`src/rtl/bias_buffer_loader_if.sv`:
```
// Stream-in / buffer-write bundle for the bias buffer loader.
//
// Handshake: an input beat transfers on a rising clk edge where
// in_valid && in_ready are both high; in_data must be stable while in_valid
// is high and in_ready is low, and in_ready never depends on in_valid.
// bs_write_req is fire-and-forget: every set bit is a completed write in
// that cycle, with bs_write_addr/bs_write_data qualifying it.
interface bias_buffer_loader_if #(
  parameter int DDR_BANDWIDTH    = 512,
  parameter int NUM_BANKS        = 64,
  parameter int WRITE_ADDR_WIDTH = 8
);
  logic                                  in_valid;
  logic [DDR_BANDWIDTH-1:0]              in_data;
  logic                                  in_ready;
  logic [NUM_BANKS-1:0]                  bs_write_req;
  logic [NUM_BANKS*WRITE_ADDR_WIDTH-1:0] bs_write_addr;
  logic [DDR_BANDWIDTH-1:0]              bs_write_data;

  // loader side: consumes the beat stream, drives the buffer write port
  modport slave (
    input  in_valid, in_data,
    output in_ready, bs_write_req, bs_write_addr, bs_write_data
  );

  // environment side: produces beats, observes the buffer write port
  modport master (
    output in_valid, in_data,
    input  in_ready, bs_write_req, bs_write_addr, bs_write_data
  );
endinterface

```
`src/rtl/bias_buffer_loader.sv`:
```
// Bias buffer loader: takes DDR-width beats and writes them into the banked
// bias buffer, BANKS_PER_BEAT banks per beat, BEATS_PER_ROW beats per row.
module bias_buffer_loader #(
  parameter int DDR_BANDWIDTH    = 512,
  parameter int NUM_BANKS        = 64,
  parameter int WRITE_WIDTH      = 32,
  parameter int WRITE_ADDR_WIDTH = 8,
  parameter int ROW_CNT_WIDTH    = 16
) (
  input  logic                        clk,
  input  logic                        reset,
  input  logic                        start,
  input  logic                        clear,
  input  logic [WRITE_ADDR_WIDTH-1:0] base_addr,
  input  logic [ROW_CNT_WIDTH-1:0]    num_rows,
  output logic                        busy,
  output logic                        done,
  output logic [1:0]                  dbg_state,
  bias_buffer_loader_if.slave         bus
);

  localparam int BANKS_PER_BEAT = DDR_BANDWIDTH / WRITE_WIDTH;
  localparam int BEATS_PER_ROW  = NUM_BANKS / BANKS_PER_BEAT;
  localparam int BEAT_W         = (BEATS_PER_ROW > 1) ? $clog2(BEATS_PER_ROW) : 1;
  localparam logic [BEAT_W-1:0]        LAST_BEAT = BEAT_W'(BEATS_PER_ROW - 1);
  localparam logic [ROW_CNT_WIDTH-1:0] ONE_ROW   = ROW_CNT_WIDTH'(1);

  generate
    if (DDR_BANDWIDTH % WRITE_WIDTH != 0) begin : g_bad_beat_width
      $error("DDR_BANDWIDTH must be a multiple of WRITE_WIDTH");
    end
    if (NUM_BANKS % BANKS_PER_BEAT != 0) begin : g_bad_bank_count
      $error("NUM_BANKS must be a multiple of DDR_BANDWIDTH/WRITE_WIDTH");
    end
  endgenerate

  typedef enum logic [1:0] {
    IDLE   = 2'd0,
    LOAD   = 2'd1,
    FINISH = 2'd2
  } state_t;

  state_t state_q, state_d;

  logic [BEAT_W-1:0]                     beat_cnt_q, beat_cnt_d;
  logic [WRITE_ADDR_WIDTH-1:0]           row_addr_q, row_addr_d;
  logic [ROW_CNT_WIDTH-1:0]              rows_left_q, rows_left_d;
  logic [NUM_BANKS-1:0]                  bs_write_req_q, bs_write_req_d;
  logic [NUM_BANKS*WRITE_ADDR_WIDTH-1:0] bs_write_addr_q, bs_write_addr_d;
  logic [DDR_BANDWIDTH-1:0]              bs_write_data_q, bs_write_data_d;

  logic in_ready_o;
  logic accept;
  logic last_beat;

  assign accept    = bus.in_valid & in_ready_o;
  assign last_beat = (beat_cnt_q == LAST_BEAT) && (rows_left_q == ONE_ROW);

  // FSM state register
  always_ff @(posedge clk or negedge reset) begin
    if (!reset) state_q <= IDLE;
    else        state_q <= state_d;
  end

  // FSM next state; clear wins over everything, including start
  always_comb begin
    state_d = state_q;
    if (clear) begin
      state_d = IDLE;
    end else begin
      unique case (state_q)
        IDLE:    if (start) state_d = (num_rows == '0) ? FINISH : LOAD;
        LOAD:    if (accept && last_beat) state_d = FINISH;
        FINISH:  state_d = IDLE;
        default: state_d = IDLE;
      endcase
    end
  end

  // FSM outputs, decoded purely from state
  always_comb begin
    in_ready_o = (state_q == LOAD);
    busy       = (state_q != IDLE);
    done       = (state_q == FINISH);
  end

  // Row/beat sequencing and one-cycle-late registration of each accepted beat
  always_comb begin
    beat_cnt_d      = beat_cnt_q;
    row_addr_d      = row_addr_q;
    rows_left_d     = rows_left_q;
    bs_write_req_d  = '0;
    bs_write_addr_d = bs_write_addr_q;
    bs_write_data_d = bs_write_data_q;

    // an accept in a clear cycle still becomes a write next cycle
    if (accept) begin
      for (int b = 0; b < BEATS_PER_ROW; b++) begin
        if (beat_cnt_q == BEAT_W'(b)) begin
          bs_write_req_d[b*BANKS_PER_BEAT +: BANKS_PER_BEAT] = '1;
        end
      end
      bs_write_addr_d = {NUM_BANKS{row_addr_q}};
      bs_write_data_d = bus.in_data;
    end

    if (clear) begin
      beat_cnt_d  = '0;
      row_addr_d  = '0;
      rows_left_d = '0;
    end else if (state_q == IDLE && start && num_rows != '0) begin
      beat_cnt_d  = '0;
      row_addr_d  = base_addr;
      rows_left_d = num_rows;
    end else if (accept) begin
      if (beat_cnt_q == LAST_BEAT) begin
        beat_cnt_d  = '0;
        row_addr_d  = row_addr_q + 1'b1;
        rows_left_d = rows_left_q - 1'b1;
      end else begin
        beat_cnt_d = beat_cnt_q + 1'b1;
      end
    end
  end

  // Datapath registers
  always_ff @(posedge clk or negedge reset) begin
    if (!reset) begin
      beat_cnt_q      <= '0;
      row_addr_q      <= '0;
      rows_left_q     <= '0;
      bs_write_req_q  <= '0;
      bs_write_addr_q <= '0;
      bs_write_data_q <= '0;
    end else begin
      beat_cnt_q      <= beat_cnt_d;
      row_addr_q      <= row_addr_d;
      rows_left_q     <= rows_left_d;
      bs_write_req_q  <= bs_write_req_d;
      bs_write_addr_q <= bs_write_addr_d;
      bs_write_data_q <= bs_write_data_d;
    end
  end

  assign bus.in_ready      = in_ready_o;
  assign bus.bs_write_req  = bs_write_req_q;
  assign bus.bs_write_addr = bs_write_addr_q;
  assign bus.bs_write_data = bs_write_data_q;
  assign dbg_state         = state_q;

endmodule
```
`src/flat_wrapper.sv`:
```
// flat-port wrapper written by rule: the top's interface ports become plain ports
module bias_buffer_loader_flat 
#(
  parameter int DDR_BANDWIDTH    = 512,
  parameter int NUM_BANKS        = 64,
  parameter int WRITE_WIDTH      = 32,
  parameter int WRITE_ADDR_WIDTH = 8,
  parameter int ROW_CNT_WIDTH    = 16
)
  (clk, reset, start, clear, base_addr, num_rows, busy, done, dbg_state, bus_in_valid, bus_in_data, bus_in_ready, bus_bs_write_req, bus_bs_write_addr, bus_bs_write_data);
  bias_buffer_loader_if #(.DDR_BANDWIDTH(DDR_BANDWIDTH), .NUM_BANKS(NUM_BANKS), .WRITE_ADDR_WIDTH(WRITE_ADDR_WIDTH)) bus_i ();
  input  logic clk;
  input  logic reset;
  input  logic start;
  input  logic clear;
  input  logic [WRITE_ADDR_WIDTH-1:0] base_addr;
  input  logic [ROW_CNT_WIDTH-1:0] num_rows;
  output logic busy;
  output logic done;
  output logic [1:0] dbg_state;
  input wire logic [$bits(bus_i.in_valid)-1:0] bus_in_valid;
  input wire logic [$bits(bus_i.in_data)-1:0] bus_in_data;
  output wire logic [$bits(bus_i.in_ready)-1:0] bus_in_ready;
  output wire logic [$bits(bus_i.bs_write_req)-1:0] bus_bs_write_req;
  output wire logic [$bits(bus_i.bs_write_addr)-1:0] bus_bs_write_addr;
  output wire logic [$bits(bus_i.bs_write_data)-1:0] bus_bs_write_data;
  assign bus_i.in_valid = bus_in_valid;
  assign bus_i.in_data = bus_in_data;
  assign bus_in_ready = bus_i.in_ready;
  assign bus_bs_write_req = bus_i.bs_write_req;
  assign bus_bs_write_addr = bus_i.bs_write_addr;
  assign bus_bs_write_data = bus_i.bs_write_data;
  bias_buffer_loader #(.DDR_BANDWIDTH(DDR_BANDWIDTH), .NUM_BANKS(NUM_BANKS), .WRITE_WIDTH(WRITE_WIDTH), .WRITE_ADDR_WIDTH(WRITE_ADDR_WIDTH), .ROW_CNT_WIDTH(ROW_CNT_WIDTH)) u_core (.clk(clk), .reset(reset), .start(start), .clear(clear), .base_addr(base_addr), .num_rows(num_rows), .busy(busy), .done(done), .dbg_state(dbg_state), .bus(bus_i));
endmodule
```
`config.mk`:
```
export PLATFORM = sky130hd
export DESIGN_NAME = bias_buffer_loader_flat
export DESIGN_NICKNAME = d
export VERILOG_FILES = /design/src/rtl/bias_buffer_loader_if.sv /design/src/rtl/bias_buffer_loader.sv /design/src/flat_wrapper.sv
export SDC_FILE = /design/constraint.sdc
export NUM_CORES = 1
export LEC_CHECK = 0
export BUFFER_PORTS_ARGS = -buffer_cell sky130_fd_sc_hd__buf_4
export CAP_MARGIN = 5
export CORE_AREA = 2 2 627 629
export CTS_CLUSTER_SIZE = 12
export DETAILED_ROUTE_END_ITERATION = 10
export DIE_AREA = 0 0 629 631
export GPL_TIMING_DRIVEN = 0
export PLACE_DENSITY_LB_ADDON = 0.12
export SYNTH_ARGS = -nofsm -noshare
export SYNTH_HDL_FRONTEND = slang
export SYNTH_SLANG_ARGS = --single-unit
export TNS_END_PERCENT = 10
```
`constraint.sdc`:
```
create_clock -name clk -period 2.7 [get_ports clk]
set_input_delay 0.135 -clock clk [delete_from_list [all_inputs] [get_ports clk]]
set_output_delay 0.135 -clock clk [all_outputs]
set_load 0.01 [all_outputs]
```
==> results of run 1 <==
[per-layer routing]
metal / global-route usage [%] / vias up / part of all wire (%)
li1: - / 13300 / -
met1: 13.8 / 13400 / 45
met2: 17.7 / 1102 / 47
met3: 3.00 / 272 / 6.8
met4: 1.74 / 88 / 1.5
met5: 0 / - / 0.25
[state kept, by name, indices dropped and copies added (netlist names)]
register and flops:
u_core.row_addr_q 8, u_core.rows_left_q 16, u_core.bus.bs_write_data 512, u_core.bus.bs_write_addr 8, u_core.beat_cnt_q 2, u_core.bus.bs_write_req 4, u_core.dbg_state 2
[cell usage in the layout, fill, tap and decap left out, types with 10 or more instances in the layout]
cell type	netlist	final
nor2_1	33	33
clkbuf_16	0	93
clkbuf_1	46	53
buf_2	64	56
buf_1	15	14
dlygate4sd3_1	0	663
nand2_1	1574	1573
buf_16	0	16
diode_2	0	32
dfrtp_1	552	544
clkinv_2	0	13
xnor2_1	10	10
a211oi_1	18	18
buf_4	565	2202
clkbuf_8	0	24
[worst min-delay path, stage by stage]
cell and delay, ns:
dlygate4sd3_1 0.53, buf_4 0.10, nand2_1 0.04, nand2_1 0.05
[layout make-up]
type                    count  area [µm²]  share of cell area [%]
repair buffers           2313       19400                    35.5
plain buffers             690        4840                    8.87
flip-flops and latches    552       13800                    25.3
well taps                5220        6530                    12.0
clock inverters            32         378                   0.692
inverters                   5        18.8                  0.0344
diodes                     32        80.1                   0.147
multi-input cells        1707        6820                    12.5
clock buffers             133        2720                    4.98
[cells by family after synthesis]
family / count (synthesis) / share of synthesized area [%]
AOI/OAI and AO/OA: 30 / 0.866
xor gates and xnor gates: 18 / 0.620
adders and majority gates: 7 / 0.344
buffers and inverters: 695 / 18.9
DFF: 552 / 54.3
muxes: 1 / 0.0394
and+or+nand+nor: 1651 / 24.9
[repair_timing]
item	in CTS	in global routing
hold endpoints to repair	732	1
hold buffers	663	1
resized for setup	18	8
setup endpoints to repair	421	50
[worst paths after layout]
kind	to	slack, ns	cells after the start
max	u_core.rows_left_q[13]	0.08	7
min	u_core.bus.bs_write_data[69]	0.09	4
max reg2reg	u_core.bus.bs_write_data[347]	0.20	8
min reg2reg	u_core.bus.bs_write_data[143]	0.47	2
max in group asynchronous	u_core.bus.bs_write_data[438]	0.56	6
min in group asynchronous	u_core.bus.bs_write_data[29]	0.49	4
[metrics by stage]
stage	cells	setup WS (ns)	hold slack [ns]
3_3_place_gp	9806	-6.84	0.329
3_5_place_dp	9822	-0.908	0.122
4_1_cts	10700	0.0340	0.0000558
6_report	10700	0.0762	0.0942
2_1_floorplan	2954	0.974	-0.161
5_1_grt	10700	-0.0112	0.0386
[where the power goes]
part / switching (W) / internal (W) / total (W)
combinational: 0.00579 / 0.00585 / 0.0116
sequential: 0.000961 / 0.00960 / 0.0106
clock: 0.00507 / 0.00755 / 0.0126
total: 0.0118 / 0.0230 / 0.0348
==> key figures, run 1 <==
Synthesis
  – Commonest cells in the netlist: nand2_1 (1574), buf_4 (565), dfrtp_1 (552)
  – Top cell type's share of synthesized area: 54.3%
  – Post-synth EDFFs: 0
  – Distinct cell type count after synthesis: 37
  – Post-synth net total: about 3500
  – Post-synthesis sequential area ratio: 54.3%
  – Async S/R FF share, synth: 100%
  – Count leader, synth: nand2_1
  – Post-synthesis instance total: 2954
  – Top post-synthesis cells by area: dfrtp_1 (54%), nand2_1 (23%), buf_4 (17%), buf_2 (1.3%), clkbuf_1 (0.68%)
  – Syn Area/Cell: 8.61 µm²
  – Yosys top cell by area: dfrtp_1
  – Yosys warning total: 0
  – Top_reg_cell synth: dfrtp_1
  – Yosys reg bits: around 550
  – Mapped Area: 25400 µm²

Critical path
  – Crit path cell chain: dlygate4sd3_1, buf_4, nor4_1, nand4_1, nand3_2, buf_1, a311oi_1
  – Critical Path End Type: flip-flop
  – Critical-path top delay cell: buf_1
  – CP required: 3.29 ns
  – Reg2reg start: u_core.dbg_state[0]
  – Largest delay share family, worst path: buffers and inverters
  – CP startpoint kind: input port
  – Worst EP arrival: 3.22 ns
  – Crit-path max FO: 11
  – Worst Path Buf+Inv: 3
  – Type of the worst setup path: input port to flip-flop
  – Crit. Startpoint: num_rows[0]
  – Critical Path Max Stage Delay: ~0.85 ns

Floorplan
  – Die Wd: 629 µm
  – CORE AREA: 391000 µm²
  – Starting density of the core: 6.51%
  – IO Count: between 1500 and 2000
  – Die footprint: slightly below 400000 µm²
  – Row Count: between 200 and 250
  – Die H: 631 µm

Cells and area
  – Post-Layout Inst Area: about 55000 µm²
  – Nets: 5910
  – Fill cells: 45000
  – Utilization after layout: 14.0%
  – Share of layout cells above drive strength 1: a little under half
  – Area grow syn2layout: 115%

Timing
  – Final Hold Viols: 0
  – Final setup skew: between 0.07 and 0.08 ns
  – Max Clk Rate: around 380 MHz
  – Worst Tran Pin Value: 1.08 ns
  – Crit path time final: 2.62 ns
  – Slew HR: 27.8%
  – RSZ-0062 raised after global routing: yes
  – Setup_tns: 0 ns
  – Finish-stage setup viols: 0
  – Fin crit share: 97.2%
  – Fin. max-slew vios: 0

Clock tree
  – H-tree depth: 3
  – Worst skew pair latency: 0.84 ns
  – Clock buffer depth: 4
  – TritonCTS clock tree: built
  – CTS Sinks: approximately 550
  – Clock root cell: clkbuf_16
  – Post-CTS Setup Bufs: 0
  – Reg clk slew, reported paths: 0.06 ns
  – Num CTS Buffers: 93

Routing
  – # DRC: 0
  – Post-route ant nets: 0
  – Post-Route WL: 220000 µm
  – Drt wl/cell: 20.6 µm
  – Via count: roughly 28000
  – DRT iter0 DRCs: 1246
  – Vias per inst: 2.64
  – DR pass1 iterations: 5

Run
  – Max_cap viols: 0

Min path
  – Hold path start: bus_in_data[69]
  – Hold/Removal Path Class: input port to flip-flop

Global route
  – GRT Overall Usage: about a tenth
  – Total global routing overflow: 0
  – Largest net degree at the start of global routing: between 90 and 100
  – Vias in the first global route: between 20000 and 30000
  – First-pass GRT wire length: 285000 µm
  – Initial antenna violation count: 131

Place
  – DP Area: around 45000 µm²
  – IO buf count: about 1600
  – Post-detail-place hpwl: 186000 µm
  – RePlAce Congestion: 0.776

Status
  – Outcome: finished, final reports clean

Pwr
  – Pwr per Cell Area: roughly 640 nW/µm²
  – Total power: 0.0348 W
  – VDD IR max: between 0.4 and 0.5 mV
  – Pleak: 27.7 nW
No activity file was read; power rests on OpenSTA's default activity.
==> run 2: changes to the inputs <==
--- a/config.mk
+++ b/config.mk
@@ -11,7 +11,6 @@
 export CTS_CLUSTER_SIZE = 12
 export DETAILED_ROUTE_END_ITERATION = 10
 export DIE_AREA = 0 0 629 631
-export GPL_TIMING_DRIVEN = 0
 export PLACE_DENSITY_LB_ADDON = 0.12
 export SYNTH_ARGS = -nofsm -noshare
 export SYNTH_HDL_FRONTEND = slang
==> key figures, run 2 (same netlist as run 1, synthesis figures left out) <==
Cells and area
  – Nets: 5357 (was 5910)
  – Utilization after layout: 13.0% (was 14.0%)
  – Layout Cells excl Fill: 10100 (was 10700)
  – Largest register FFs: 512 (unchanged)
  – Area grow syn2layout: 99.6% (was 115%)
  – Most frequent cells in the layout: buf_4 (1697), nand2_1 (1573), dlygate4sd3_1 (724) (was buf_4 (2202), nand2_1 (1573), dlygate4sd3_1 (663))
  – Most common library cell in the layout ignoring fill and taps: buf_4 (unchanged)
  – Share of layout cells above drive strength 1: 38.6% (was 45.2%)

Min path
  – Hold/Removal Path Class: input port to flip-flop (unchanged)

Clock tree
  – TritonCTS clock tree: built (unchanged)
  – CTS Sinks: 552 (unchanged)
  – Post-CTS Setup Bufs: 0 (unchanged)
  – Reg clk slew, reported paths: 0.06 ns (about the same)
  – Num CTS Buffers: 92 (was 93)
  – Worst skew pair latency: 0.81 ns (was 0.84 ns)
  – H-tree depth: 3 (unchanged)
  – Clock root cell: clkbuf_16 (unchanged)
  – Clock buffer depth: 4 (unchanged)

Timing
  – Worst Tran Pin Value: 1.11 ns (was 1.08 ns)
  – Crit path time final: 2.60 ns (was 2.62 ns)
  – Final setup skew: 0.0743 ns (was 0.0700 ns)
  – RSZ-0062 raised after global routing: yes (unchanged)
  – Fin. max-slew vios: 0 (unchanged)
  – Final Hold Viols: 0 (unchanged)
  – Finish-stage setup viols: 0 (unchanged)
  – Slew HR: 26.2% (was 27.8%)
  – Final WS setup: 0.0953 ns (was 0.0762 ns)
  – Max Clk Rate: 384 MHz (was 381 MHz)
  – Fin crit share: 96.5% (was 97.2%)

Critical path
  – Worst Path Buf+Inv: 4 (was 3)
  – Critical Path End Type: flip-flop (unchanged)
  – Crit-path max FO: 16 (was 11)
  – Worst EP arrival: 3.35 ns (was 3.22 ns)
  – Largest delay share family, worst path: buffers and inverters (unchanged)
  – Critical-path top delay cell: dlygate4sd3_1 (was buf_1)
  – CP startpoint kind: input port (unchanged)
  – Critical path's most frequent cell: dlygate4sd3_1
  – Crit path cell chain: buf_4, dlygate4sd3_1, nor4_1, nand4_1, nand3_2, nor2_1, dlygate4sd3_1, a211oi_1, dlygate4sd3_1 (was dlygate4sd3_1, buf_4, nor4_1, nand4_1, nand3_2, buf_1, a311oi_1)
  – CP required: 3.45 ns (was 3.29 ns)
  – Type of the worst setup path: input port to flip-flop (unchanged)
  – Critical Path Max Stage Delay: 0.68 ns (was 0.85 ns)

Routing
  – Via count: 26100 (was 28200)
  – DR pass1 iterations: 5 (unchanged)
  – DRT iter0 DRCs: 1051 (was 1246)
  – Post-Route WL: 202000 µm (was 220000 µm)
  – Drt wl/cell: 19.9 µm (was 20.6 µm)
  – Vias per inst: 2.58 (was 2.64)
  – # DRC: 0 (unchanged)
  – Post-route ant nets: 0 (unchanged)

Floorplan
  – Die Wd: 629 µm (unchanged)
  – Die footprint: 397000 µm² (unchanged)
  – IO Count: 1634 (unchanged)
  – Starting density of the core: 6.51% (unchanged)
  – CORE AREA: 391000 µm² (unchanged)
  – Row Count: 230 (unchanged)
  – Die H: 631 µm (unchanged)

Global route
  – First-pass GRT wire length: 262000 µm (was 285000 µm)
  – Total global routing overflow: 0 (unchanged)
  – Vias in the first global route: 26300 (was 28700)
  – Initial antenna violation count: 140 (was 131)
  – GRT Overall Usage: 9.72% (was 10.7%)
  – Largest net degree at the start of global routing: 102 (was 93)

Pwr
  – VDD IR max: 0.373 mV (was 0.422 mV)
  – Pwr per Cell Area: 644 nW/µm² (was 638 nW/µm²)
  – Pleak: 24.9 nW (was 27.7 nW)

Place
  – Post-detail-place hpwl: 166000 µm (was 186000 µm)
  – IO buf count: 1633 (was 1632)
  – Pre-CTS setup slack: 0.506 ns (was -0.908 ns)
  – RePlAce Congestion: 0.742 (was 0.776)
  – Cell Count Post-Placement: 9210 (was 9822)

Run
  – Max_cap viols: 0 (unchanged)

Status
  – Outcome: finished, final reports clean (unchanged)
[run 2: area by class of cell]
cell class	instances	area [µm²]
Fill cell	45000	340000
Timing Repair Buffer	2451	20600
Sequential cell	552	13800
Multi-Input combinational cell	1707	6830
Tap cell	5220	6530
Clock buffer	134	2670
Clock inverter	22	234
Antenna cell	34	85.1
Inverter	5	18.8
[run 2: power breakdown]
group / total [W] / switching (W) / internal (W)
logic: 0.00988 / 0.00512 / 0.00476
clock network: 0.0120 / 0.00490 / 0.00709
registers: 0.0108 / 0.00126 / 0.00959
[run 2: worst min-delay path, stage by stage]
cell           delay, ns
dlygate4sd3_1       0.54
buf_4               0.10
nand2_1             0.05
nand2_1             0.05
[run 2: worst paths after layout]
path | from | to | slack, ns | cells after the start
hold / removal | bus_in_data[363] | u_core.bus.bs_write_data[363] | 0.08 | 4
max in group asynchronous | reset | u_core.bus.bs_write_data[446] | 1.87 | 4
setup / recovery | num_rows[0] | u_core.rows_left_q[4] | 0.1 | 9
hold reg to reg | u_core.bus.bs_write_data[68] | u_core.bus.bs_write_data[68] | 0.47 | 2
min in group asynchronous | reset | u_core.bus.bs_write_data[229] | 0.10 | 3
setup reg to reg | u_core.beat_cnt_q[0] | u_core.rows_left_q[0] | 0.18 | 6
[run 2: metal layers]
metal,up-vias,track usage [%],share of wire [%]
met4,92,1.63,1.6
li1,12200,-,-
met2,1024,15.3,45
met3,268,2.97,7.0
met5,-,0,0.27
met1,12500,13.1,46
[run 2: through the flow]
step	total power (W)	area (µm²)	hold slack, ns	TNS (ns)
floorplan	0.0146	25400	-0.161	0
global placement	0.0203	40500	0.0473	0
detailed placement	0.0203	40500	0.0493	0
CTS	0.0339	50700	0.000706	0
global route	0.0347	50700	0.0450	-0.0112
finish	0.0327	50800	0.0815	0
[run 2: what timing repair did]
| item | CTS | global route |
|---|---|---|
| gates resized for setup | 0 | 2 |
| hold buffers | 725 | 0 |
| endpoints found under the setup margin | 0 | 9 |
| endpoints found under the hold margin | 1035 | 0 |
==> run 3: changes to the inputs <==
--- a/config.mk
+++ b/config.mk
@@ -12,7 +12,7 @@
 export DETAILED_ROUTE_END_ITERATION = 10
 export DIE_AREA = 0 0 629 631
 export PLACE_DENSITY_LB_ADDON = 0.12
+export REMOVE_ABC_BUFFERS = 1
 export SYNTH_ARGS = -nofsm -noshare
 export SYNTH_HDL_FRONTEND = slang
 export SYNTH_SLANG_ARGS = --single-unit
-export TNS_END_PERCENT = 10
==> key figures, run 3 (same netlist as run 1, synthesis figures left out) <==
Status
  – Outcome: finished, final reports clean (unchanged)

Timing
  – Final Hold Viols: 0 (unchanged)
  – Worst Tran Pin Value: 1.01 ns (was 1.11 ns)
  – Fin crit share: 94.6% (was 96.5%)
  – Slew HR: 32.3% (was 26.2%)
  – Setup_tns: 0 ns (unchanged)
  – RSZ-0062 raised after global routing: no (was yes)
  – Crit path time final: 2.56 ns (was 2.60 ns)
  – Fin. max-slew vios: 0 (unchanged)
  – Max Clk Rate: 391 MHz (was 384 MHz)
  – Finish-stage setup viols: 0 (unchanged)
  – Final setup skew: 0.0882 ns (was 0.0743 ns)
  – Final WS setup: 0.144 ns (was 0.0953 ns)

Critical path
  – Crit path cell chain: ha_1, and4b_2, nand4b_1, or3_1, xor2_1, a211oi_2, dlygate4sd3_1 (was buf_4, dlygate4sd3_1, nor4_1, nand4_1, nand3_2, nor2_1, dlygate4sd3_1, a211oi_1, dlygate4sd3_1)
  – Worst EP arrival: 3.29 ns (was 3.35 ns)
  – CP startpoint kind: flip-flop (was input port)
  – Critical-path top delay cell: dlygate4sd3_1 (unchanged)
  – Worst Path Buf+Inv: 1 (was 4)
  – Type of the worst setup path: flip-flop to flip-flop (was input port to flip-flop)
  – Critical Path Max Stage Delay: 0.56 ns (was 0.68 ns)
  – CP required: 3.44 ns (was 3.45 ns)
  – Critical Path End Type: flip-flop (unchanged)
  – Largest delay share family, worst path: simple AND/OR/NAND/NOR gates (was buffers and inverters)
  – Crit-path max FO: 9 (was 16)

Floorplan
  – Starting density of the core: 6.51% (unchanged)
  – Die H: 631 µm (unchanged)
  – CORE AREA: 391000 µm² (unchanged)
  – Die footprint: 397000 µm² (unchanged)
  – IO Count: 1634 (unchanged)
  – Row Count: 230 (unchanged)
  – Die Wd: 629 µm (unchanged)

Clock tree
  – TritonCTS clock tree: built (unchanged)
  – Num CTS Buffers: 93 (was 92)
  – Clock root cell: clkbuf_16 (unchanged)
  – H-tree depth: 3 (unchanged)
  – Post-CTS Setup Bufs: 0 (unchanged)
  – Worst skew pair latency: 0.80 ns (was 0.81 ns)
  – Clock buffer depth: 4 (unchanged)
  – Reg clk slew, reported paths: 0.05 ns (was 0.06 ns)
  – CTS Sinks: 552 (unchanged)

Cells and area
  – Most frequent cells in the layout: buf_4 (1682), nand2_1 (1573), dlygate4sd3_1 (714) (was buf_4 (1697), nand2_1 (1573), dlygate4sd3_1 (724))
  – Largest register FFs: 512 (unchanged)
  – Nets: 5338 (was 5357)
  – Most common library cell in the layout ignoring fill and taps: buf_4 (unchanged)
  – Share of layout cells above drive strength 1: 38.5% (was 38.6%)
  – Area grow syn2layout: 99.7% (was 99.6%)
  – Fill cells: 45200 (was 45000)

Global route
  – Initial antenna violation count: 66 (was 140)
  – Total global routing overflow: 0 (unchanged)
  – GRT Overall Usage: 9.77% (was 9.72%)
  – Largest net degree at the start of global routing: 102 (unchanged)
  – First-pass GRT wire length: 264000 µm (was 262000 µm)
  – Vias in the first global route: 26900 (was 26300)

Place
  – Pre-CTS setup slack: 0.472 ns (was 0.506 ns)
  – Post-detail-place hpwl: 166000 µm (about the same)
  – IO buf count: 1633 (unchanged)
  – RePlAce Congestion: 0.767 (was 0.742)

Pwr
  – Comb power frac: 30.7% (was 30.2%)
  – NetSw: 0.0115 W (was 0.0113 W)
  – Sequential cell fraction of total power: 31.8% (was 33.2%)
  – Int Power: 0.0218 W (was 0.0214 W)
  – Pwr per Cell Area: 657 nW/µm² (was 644 nW/µm²)
  – Clock share of power: 37.6% (was 36.6%)
  – Sw Share: 34.6% (was 34.5%)
  – Pleak: 24.9 nW (about the same)
  – VDD IR max: 0.408 mV (was 0.373 mV)

Routing
  – Vias per inst: 2.55 (was 2.58)
  – Drt wl/cell: 20.0 µm (was 19.9 µm)
  – Post-route ant nets: 0 (unchanged)
  – # DRC: 0 (unchanged)
  – DR pass1 iterations: 5 (unchanged)
  – Post-Route WL: 202000 µm (about the same)
  – DRT iter0 DRCs: 1067 (was 1051)
  – Via count: 25800 (was 26100)

Min path
  – Hold/Removal Path Class: input port to flip-flop (unchanged)

Run
  – Max_cap viols: 0 (unchanged)
## run 3: changes by cell type in the layout (fill, tap and decap cells not counted), moves of 2 or more
cell           change
dlygate4sd3_1     -10
buf_4             -15
clkbuf_8           -6
dfrtp_4            +2
dfrtp_2            -3
buf_12             +4
bufinv_16          +5
clkbuf_1           +5
diode_2            -2
## run 3: layout make-up
class / count / area (µm²) / share of cell area (%)
Multi-Input combinational cell: 1707 / 6830 / 13.4
Antenna cell: 32 / 80.1 / 0.158
Clock buffer: 134 / 2630 / 5.18
Inverter: 5 / 18.8 / 0.0369
Tap cell: 5220 / 6530 / 12.9
Clock inverter: 27 / 408 / 0.803
Timing Repair Buffer: 2431 / 20500 / 40.3
Sequential cell: 552 / 13800 / 27.2
## run 3: repair_timing
action / in CTS / in global routing
hold endpoints to repair: 1088 / 0
hold buffers: 715 / 0
setup endpoints to repair: 0 / 9
resized for setup: 0 / 2
## run 3: power by group through the flow
stage          registers (W)  clock network (W)  logic (W)
2_1_floorplan         0.0118                  0    0.00162
3_3_place_gp          0.0108                  0    0.00978
3_5_place_dp          0.0108                  0    0.00969
4_1_cts               0.0106             0.0133     0.0108
5_1_grt               0.0108             0.0135     0.0111
6_report              0.0106             0.0125     0.0102
## run 3: layer usage
| metal | GRT usage [%] | routed length [µm] |
|---|---|---|
| met1 | 12.2 | 88100 |
| met2 | 17.0 | 99800 |
| met3 | 2.64 | 11500 |
| met4 | 1.48 | 2750 |
| met5 | 0 | 228 |
## run 3: tightest hold or removal path: stages
cell and delay [ns]:
dlygate4sd3_1 0.54, buf_4 0.13, nand2_1 0.05, nand2_1 0.05
## run 3: path summary, 6_finish.rpt
path | startpoint | endpoint | slack, ns | cells past startpoint
max in group asynchronous | reset | u_core.bus.bs_write_data[262] | 1.91 | 3
min in group asynchronous | reset | u_core.bus.bs_write_data[328] | 0.13 | 3
min | bus_in_data[419] | u_core.bus.bs_write_data[419] | 0.10 | 4
max | u_core.beat_cnt_q[0] | u_core.rows_left_q[9] | 0.14 | 7
max reg2reg | u_core.beat_cnt_q[0] | u_core.rows_left_q[9] | 0.14 | 7
min reg2reg | u_core.bus.bs_write_data[94] | u_core.bus.bs_write_data[94] | 0.47 | 2
## run 3: per-stage QoR
| step | hold WS, ns | total power, W | util, % | area, µm² | std cells |
|---|---|---|---|---|---|
| floorplan | -0.161 | 0.0134 | - | 20600 | 2264 |
| global placement | 0.0791 | 0.0205 | 10.4 | 40500 | 9200 |
| detailed placement | 0.0869 | 0.0205 | 10.4 | 40500 | 9200 |
| CTS | 0.000378 | 0.0347 | 13.0 | 50700 | 10100 |
| global route | 0.0454 | 0.0354 | 13.0 | 50800 | 10100 |
| finish | 0.100 | 0.0334 | 13.0 | 50800 | 10100 |
